File: src/rtl/i2s_pkg.sv
// Shared I2S definitions: sample/slot geometry and
// channel-state encodings common to transmitter and receiver.
package i2s_pkg;

  localparam int I2S_WIDTH = 24;
  localparam int I2S_SLOT  = 32;

  typedef enum logic [1:0] {
    IDLE  = 2'd0,
    LEFT  = 2'd1,
    RIGHT = 2'd2
  } i2s_state_t;

endpackage

File: src/rtl/edge_det.sv
// Registers a clock-domain-synchronous input and reports
// rise/fall/change pulses relative to its previous value.
module edge_det (
  input  logic mck,
  input  logic reset,
  input  logic d,
  output logic q,
  output logic rise,
  output logic fall,
  output logic chg
);

  always_ff @(posedge mck or negedge reset) begin
    if (!reset) q <= 1'b0;
    else        q <= d;
  end

  assign rise = d & ~q;
  assign fall = q & ~d;
  assign chg  = d ^ q;

endmodule

File: src/rtl/i2s_xmit.sv
// I2S transmitter: double-buffered stereo pair, shifted out
// MSB first one bck after each lrck edge, on the mck domain.
module i2s_xmit
  import i2s_pkg::*;
#(
  parameter int WIDTH = I2S_WIDTH,
  parameter int SLOT  = I2S_SLOT
) (
  input  logic             mck,
  input  logic             reset,
  input  logic             bck,
  input  logic             lrck,
  input  logic [WIDTH-1:0] in_left,
  input  logic [WIDTH-1:0] in_right,
  input  logic             in_valid,
  output logic             in_ready,
  output logic             sdout,
  output logic             underrun
);

  localparam logic [4:0] BIT_MAX = 5'(SLOT - 1);
  localparam logic [4:0] BIT_LSB = 5'(WIDTH);

  logic bck_q, bck_rise, bck_fall, bck_chg;
  logic lrck_q, lrck_rise, lrck_fall, lrck_chg;

  edge_det u_bck (
    .mck  (mck),
    .reset(reset),
    .d    (bck),
    .q    (bck_q),
    .rise (bck_rise),
    .fall (bck_fall),
    .chg  (bck_chg)
  );

  edge_det u_lrck (
    .mck  (mck),
    .reset(reset),
    .d    (lrck),
    .q    (lrck_q),
    .rise (lrck_rise),
    .fall (lrck_fall),
    .chg  (lrck_chg)
  );

  logic unused_edges;
  assign unused_edges = ^{bck_q, bck_rise, bck_chg, lrck_q};

  i2s_state_t state, state_nxt;

  logic             lr_chg, frame_start, to_right;
  logic             accept, hold_full;
  logic [WIDTH-1:0] hold_l, hold_r, act_l, act_r;
  logic [WIDTH-1:0] cur, shifted;
  logic [4:0]       bitn, bitn_inc;
  logic             sd_bit;

  assign lr_chg      = bck_fall & lrck_chg;
  assign frame_start = bck_fall & lrck_fall;
  assign to_right    = bck_fall & lrck_rise & (state != IDLE);

  assign in_ready = ~hold_full;
  assign accept   = in_valid & in_ready;
  assign underrun = frame_start & ~hold_full;

  // Any slot edge re-forces the state, so a divider glitch resyncs.
  always_comb begin
    state_nxt = state;
    unique case (1'b1)
      frame_start: state_nxt = LEFT;
      to_right:    state_nxt = RIGHT;
      default:     state_nxt = state;
    endcase
  end

  always_ff @(posedge mck or negedge reset) begin
    if (!reset) state <= IDLE;
    else        state <= state_nxt;
  end

  always_comb begin
    bitn_inc = (bitn == BIT_MAX) ? bitn : bitn + 5'd1;
    cur      = (state == RIGHT) ? act_r : act_l;
    shifted  = cur << (bitn_inc - 5'd1);
    sd_bit   = (state != IDLE) && (bitn_inc <= BIT_LSB)
               && shifted[WIDTH-1];
  end

  always_ff @(posedge mck or negedge reset) begin
    if (!reset) begin
      hold_full <= 1'b0;
      hold_l    <= '0;
      hold_r    <= '0;
      act_l     <= '0;
      act_r     <= '0;
      bitn      <= '0;
      sdout     <= 1'b0;
    end else begin
      if (accept) begin
        hold_l <= in_left;
        hold_r <= in_right;
      end
      // No bypass: a pair arriving on the frame-start cycle waits.
      if (frame_start) begin
        act_l <= hold_full ? hold_l : '0;
        act_r <= hold_full ? hold_r : '0;
      end
      if (accept)           hold_full <= 1'b1;
      else if (frame_start) hold_full <= 1'b0;
      if (lr_chg) begin
        bitn  <= '0;
        sdout <= 1'b0;
      end else if (bck_fall) begin
        bitn  <= bitn_inc;
        sdout <= sd_bit;
      end
    end
  end

endmodule

File: config.mk
export PLATFORM = sky130hd
export DESIGN_NAME = i2s_xmit
export DESIGN_NICKNAME = d
export VERILOG_FILES = /design/src/rtl/i2s_pkg.sv /design/src/rtl/edge_det.sv /design/src/rtl/i2s_xmit.sv
export SDC_FILE = /design/constraint.sdc
export NUM_CORES = 1
export LEC_CHECK = 0
export CAP_MARGIN = 5
export CORE_ASPECT_RATIO = 1.4
export CORE_MARGIN = 8
export CORE_UTILIZATION = 36
export CTS_BUF_LIST = sky130_fd_sc_hd__clkbuf_8
export DETAILED_ROUTE_END_ITERATION = 7
export PLACE_DENSITY = 0.52
export SYNTH_ARGS = -nofsm -noshare
export SYNTH_HDL_FRONTEND = slang
export SYNTH_SLANG_ARGS = --single-unit
File: constraint.sdc
create_clock -name mck -period 3.7 [get_ports mck]
set_input_delay 0.74 -clock mck [delete_from_list [all_inputs] [get_ports mck]]
set_output_delay 0.74 -clock mck [all_outputs]
set_load 0.005 [all_outputs]
* Yosys cells after proc, flatten, opt, wreduce, memory -nomap -nowiden
Index checks and enable logic that the tools add are counted.
** Operators by class
- Add/sub/neg operators :: 2
- Reduce and logical (&&, ||, !) cells :: 6
- Magnitude comparators :: 1
- Shift operators :: 1
- Equal/unequal tests :: 2
- Bitwise gates (word level) :: 14
- Mux-type cells :: 11
** Operators with widths (count)
- $mux 24 :: 3
- $shl 24x5->24 :: 1
- $mux 5 :: 3
- $and 1x1->1 :: 9
- $reduce_bool 2->1 :: 4
- $add 5x1->5 const B :: 1
- $eq 5x5->1 const B :: 1
- $le 5x5->1 const B :: 1
- $sub 5x1->5 const B :: 1
- $mux 1 :: 4
- $not 1->1 :: 4
- $pmux 2 s2 :: 1
- $eq 2x2->1 const B :: 1
- $logic_and 1x1->1 :: 2
- $xor 1x1->1 :: 1
** Word-level totals
- Output and inout port bits :: 3
- Word-level logic and storage cells :: 47
- Input bits :: 53
- Register bits after elaboration :: 107

* Longest topological paths before layout
Gate-level depths: netlist of the first run.
- Depth in word-level cells :: 7
- Gate-level depth with buffers :: 10
- Depth with buffers taken out :: 8

* Hierarchy
Synthesis of the first run repeated with hierarchy kept, for this count alone.
** Second synthesis, totals
- Cell total of the unflattened synthesis :: 562
- Area total of the unflattened synthesis :: 5436.5 µm²
** Modules (own cells, without submodules)
- i2s_xmit :: area each 5313.8 µm², seq. area each 2627.5 µm², times used 1, cells each 550
- edge_det :: area each 61.3 µm², seq. area each 25.0 µm², times used 2, cells each 6

* Least setup slack after synthesis of the first run
Ideal clock, no wire load.
- Kind :: in2out
- From :: input bck
- To :: output underrun
- Required time :: 2.960 ns
- Cell stages on the path :: 5
- Arrival :: 1.571 ns
- Slack :: 1.389 ns
- Path buffers :: 2
- Path through :: nor2b_1 clkbuf_1 nand2_1 clkbuf_1 nor2_1
** On the way
- Cells in the longest elaborated chain, start to end :: 4
** Ends and longest elaborated chain
- start, declared :: RTL line i2s_xmit.sv:11 : input logic bck,
- $not 1->1 :: RTL line edge_det.sv:19 : assign fall = q & ~d;
- $and 1x1->1 :: RTL line edge_det.sv:19
- $and 1x1->1 :: RTL line i2s_xmit.sv:60 : assign frame_start = bck_fall & lrck_fall;
- $and 1x1->1 :: RTL line i2s_xmit.sv:65 : assign underrun = frame_start & ~hold_full;
- end, declared :: RTL line i2s_xmit.sv:18 : output logic underrun
No other way between the ends.

* Final worst setup path of the first run
- From :: input lrck
- To :: output underrun
** On the way
- Cells in the longest elaborated chain, start to end :: 4
** Ends and longest elaborated chain
- start, declared :: RTL line i2s_xmit.sv:12 : input logic lrck,
- $not 1->1 :: RTL line edge_det.sv:19
- $and 1x1->1 :: RTL line edge_det.sv:19
- $and 1x1->1 :: RTL line i2s_xmit.sv:60
- $and 1x1->1 :: RTL line i2s_xmit.sv:65
No other way between the ends.

==> impl_metrics.ini, run 1 <==
[die]
coreArea_um2 = 13900
die_area_um2 = 18400
placementRows = 51
ios = 56
fp.dieH_um = 157
initial_utilization = 0.369
chipWidth_um = 117

[clocking]
clock_sinks = 107
clkTransAtPathRegs_ns = 0.10
htreeDepth = 3
cts_hold_buffers = 0
cts.path.max_buffers = 2
cts_setup_buffers = 0
cts_tree = yes
ctsResizeCount = 0
clock-root-buffer = clkbuf_8
clk_latency_ns = 0.38
cts_buffers = 9

[setup_path]
path_buf_inv = 3
cp.depth = 6
cp-endpoint = underrun
r2r_setup_slack_ns = 0.78
crit_path_end_kind = output pin
crit_required_ns = 2.96
crit_path_max_fanout = 4
cp_slowest_cell = clkdlybuf4s50_1
cpPeakStageDelay_ns = 0.50
r2r_start = bitn[1]
worstReg2RegEnd = sdout
worstSetupPathType = input port to output pin
critical_path.top_delay_family = buffers and inverters
crit_top_cell = clkdlybuf4s50_1
cp-start-kind = input port
path_cells = clkdlybuf4s50_1, inv_1, ha_1, nand2_2, nor2_1, clkdlybuf4s50_1
reg2reg_depth = 8
crit_start = lrck
worstPathArrival_ns = 2.22

[finish]
fin_nets = 583
area.sequential_um2 = 2680
final_cell_mix = 118 x nand2_1, 107 x dfrtp_1, 55 x o21ai_0
post-route-util = 0.430
mostFrequentLayoutCell = nand2_1
fin_cells = 717
final_layout_size_suffix_gt1_frac = 0.179
synthToLayoutAreaGrowth_pct = 16.6
fill_cells = 1428
multi_input_area_um2 = 2250
diodes = 0

[yosys]
syn_area_um2 = 5130
yosysTopAreaCell = dfrtp_1
synth_edf_count = 0
synthesis.nets = 544
synth_top_area_share = 0.522
synth_cells = 488
yosysWarnings = 0
ys_ff_latch = 107
syn_area_per_cell_um2 = 10.5
ys.flop_type = dfrtp_1
synth.distinct_cells = 54
async_flop_share = 1.00
synth_area_leaders = dfrtp_1 52%, mux2_2 11%, nand2_1 8.7%
synth-seq-area-share = 0.522

[global_route]
grt_pass1_vias = 3928
antenna_found_initial = 0
overflow = 0
grt_use_total = 0.135
grt_start_max_net_pins = 108
grt_pass1_wl_mm = 19.5

[power_and_ir_drop]
ir_drop_mv = 0.267
p_leak_nw = 2.58
p_per_area_nw_per_um2 = 664

[place]
routabilityCongestion = 0.799
dp_hpwl_mm = 8.06
portBuffers = 55
place_inst = 701
post-place-ws_ns = 0.715

[sta]
fin_crit_sh = 0.799
rsz0062_at_grt = false
slew_violations = 0
setup_ws_ns = 0.742
fin_crit_ns = 2.96
relSlewSlack = 0.260
setup_viol = 0
setup_tns_ns = 0
fin_skew_ns = 0.0141
final_hold_viol_count = 0
tightest_slew_ns = 1.11
fmax_mhz = 338

[route]
wl_mm = 11.4
drc = 0
dr.pass1.iters = 4
avgRoutedWirePerCell_um = 15.9
vias = 3579
routed_via_density = 4.99
ant_nets = 0
dr.first_iter.drc_count = 163

[run_status]
status = completed

[worst_hold_path]
min_path_type = input port to async pin

[run]
max_cap_violations = 0
[report_power, final]
group | total [W] | switching (W) | internal (W) | leakage [nW]
sequential | 0.00205 | 0.000372 | 0.00167 | 1.32
clock | 0.000694 | 0.000438 | 0.000255 | 0.0815
combinational | 0.00124 | 0.000564 | 0.000674 | 1.18
total | 0.00398 | 0.00137 | 0.00260 | 2.58
[per-stage QoR]
stage	hold slack [ns]	power, W	instance area [um^2]
floorplan	0.442	0.00291	5130
CTS	0.437	0.00406	5990
global route	0.441	0.00432	5990
global placement	0.459	0.00330	5800
finish	0.386	0.00398	5990
detailed placement	0.470	0.00335	5800
[cell families (layout without fill, tap and decap cells)]
family | count (synthesis) | after routing | synth area share
fa+ha+maj | 3 | 3 | 0.00731
simple gates | 182 | 182 | 0.160
mux | 64 | 64 | 0.154
xor+xnor | 5 | 5 | 0.0122
flops | 107 | 107 | 0.522
compound gates | 87 | 87 | 0.104
buf+inv | 40 | 84 | 0.0417
[how the worst min path moves through the flow]
stage	to	slack [ns]	cells past startpoint
final	hold_full	0.39	2
after detailed placement	act_l[13]	0.47	2
after floorplan	act_l[0]	0.44	0
after CTS	hold_full	0.44	2
after global placement	act_r[6]	0.46	2
after global routing	hold_r[5]	0.44	2
[layer usage]
layer / up-vias / part of all wire / global-route usage / wire, um
li1: 1772 / - / - / -
met4: 0 / 0.022 / 0.0557 / 254
met3: 13 / 0.021 / 0.0249 / 237
met1: 1750 / 0.46 / 0.172 / 5250
met2: 44 / 0.50 / 0.219 / 5680
met5: - / 0 / 0 / 0
[synth_stat cells (all sizes together), types with 2 or more instances]
library cell	instances
nand2	119
dfrtp	107
o21ai	56
mux2	50
clkbuf	23
nor3	20
nor2	14
buf	12
a21oi	11
mux2i	8
mux4	6
nand4	6
inv	5
o41ai	5
nor4	4
a22oi	3
ha	3
nand2b	3
nor2b	3
xnor2	3
a2111oi	2
a31oi	2
and3	2
nand3	2
nand4b	2
o211ai	2
xor2	2
[cell type report]
class	count	share of cell area
clock inverter	7	0.0102
inverter	5	0.00314
clock buffer	9	0.0207
tap	185	0.0387
multi-input combinational	341	0.376
timing repair buffer	63	0.104
sequential	107	0.447
[sequential cells by signal, indices dropped and copies added (netlist names)]
name,count
act_l,24
act_r,24
hold_l,24
hold_r,24
bitn,5
state,2
hold_full,1
sdout,1
u_bck.q,1
u_lrck.q,1
(Power assumes the default switching activity.)
==> run 2, diff against run 1 <==
==> constraint.sdc (replaced) <==
create_clock -name mck -period 3.04 [get_ports mck]
set_input_delay 0.608 -clock mck [delete_from_list [all_inputs] [get_ports mck]]
set_output_delay 0.608 -clock mck [all_outputs]
set_load 0.005 [all_outputs]
==> impl_metrics.ini, run 2 (same netlist as run 1, synthesis figures left out) <==
[finish]
fill_cells = 1454
fin_cells = 722
final_cell_mix = 118 x nand2_1, 107 x dfrtp_1, 55 x o21ai_0
diodes = 0
synthToLayoutAreaGrowth_pct = 18.0
fin_nets = 588
final_layout_size_suffix_gt1_frac = 0.186
mostFrequentLayoutCell = nand2_1

[clocking]
cts_hold_buffers = 0
cts.path.max_buffers = 2
htreeDepth = 3
clkTransAtPathRegs_ns = 0.11
ctsResizeCount = 0
cts_buffers = 9
cts_setup_buffers = 0
clock_sinks = 107
clk_latency_ns = 0.38
clock-root-buffer = clkbuf_8
cts_tree = yes

[power_and_ir_drop]
pwr-share-comb = 0.317
switching_power_w = 0.00168
p_per_area_nw_per_um2 = 817
clockPowerShare = 0.187
switching_share = 0.339
ir_drop_mv = 0.504
power_frac_seq = 0.496
internal_power_w = 0.00327
p_leak_nw = 2.62

[setup_path]
worstReg2RegEnd = sdout
r2r_setup_slack_ns = 0.38
crit_path_max_fanout = 4
worstSetupPathType = input port to output pin
cp-start-kind = input port
crit_path_end_kind = output pin
crit_required_ns = 2.43
worstPathArrival_ns = 2.09
reg2reg_depth = 8
r2r_start = bitn[1]

[place]
place_inst = 706
dp_hpwl_mm = 8.20
routabilityCongestion = 0.782
portBuffers = 55

[sta]
fmax_mhz = 370
setup_viol = 0
relSlewSlack = 0.467
final_hold_viol_count = 0
whs_ns = 0.262
rsz0062_at_grt = false
fin_crit_sh = 0.888
fin_crit_ns = 2.70
slew_violations = 0
fin_skew_ns = 0.0152
setup_tns_ns = 0
tightest_slew_ns = 0.799

[route]
routed_via_density = 5.03
dr.pass1.iters = 4
drc = 0
vias = 3634
avgRoutedWirePerCell_um = 15.7
ant_nets = 0
wl_mm = 11.3
dr.first_iter.drc_count = 174

[worst_hold_path]
min_path_type = input port to async pin

[global_route]
antenna_found_initial = 0
grt_use_total = 0.133
grt_pass1_wl_mm = 19.1
grt_start_max_net_pins = 97
overflow = 0
grt_pass1_vias = 3756

[die]
placementRows = 51
fp.dieH_um = 157
ios = 56
initial_utilization = 0.369
coreArea_um2 = 13900
die_area_um2 = 18400
chipWidth_um = 117

[run]
max_cap_violations = 0

[run_status]
status = completed
==> run 2: layer usage <==
layer | vias to the layer above | global-route usage | share of wire
li1 | 1783 | - | -
met1 | 1795 | 0.171 | 0.45
met2 | 47 | 0.213 | 0.50
met3 | 9 | 0.0253 | 0.024
met4 | 0 | 0.0557 | 0.017
met5 | - | 0 | 0
==> run 2: final cells by class <==
class	count	area (um^2)	area share
Multi-Input combinational cell	341	2250	0.372
Inverter	5	18.8	0.00310
Sequential cell	107	2680	0.442
Tap cell	185	231	0.0382
Clock buffer	9	124	0.0204
Clock inverter	7	83.8	0.0138
Timing Repair Buffer	68	671	0.111
==> run 2: power groups by stage <==
stage | clock network, W | logic, W | registers [W]
finish | 0.000924 | 0.00157 | 0.00245
global route | 0.00101 | 0.00178 | 0.00255
CTS | 0.000959 | 0.00160 | 0.00247
detailed placement | 0 | 0.00160 | 0.00250
global placement | 0 | 0.00156 | 0.00249
floorplan | 0 | 0.00122 | 0.00231
==> run 2: stage by stage <==
| step | setup slack, ns | util | cell area (um^2) | total power (W) |
|---|---|---|---|---|
| floorplan | 0.894 | - | 5130 | 0.00354 |
| global placement | 0.353 | 0.421 | 5850 | 0.00405 |
| detailed placement | 0.329 | 0.421 | 5850 | 0.00410 |
| CTS | 0.315 | 0.436 | 6060 | 0.00503 |
| global route | 0.169 | 0.436 | 6060 | 0.00534 |
| finish | 0.339 | 0.436 | 6060 | 0.00495 |
==> run 2: worst max-delay path by stage <==
stage	from	endpoint	slack, ns	cells after the start
global route	bitn[1]	sdout	0.17	8
floorplan	bitn[0]	sdout	0.89	8
detailed placement	lrck	underrun	0.33	6
CTS	lrck	underrun	0.31	6
finish	lrck	underrun	0.34	6
global placement	lrck	underrun	0.35	6
==> run 2: critical path, cell delays in order <==
cell	delay (ns)
clkdlybuf4s50_1	0.46
inv_1	0.08
ha_1	0.17
nand2_2	0.12
nor2_1	0.12
clkdlybuf4s50_1	0.53
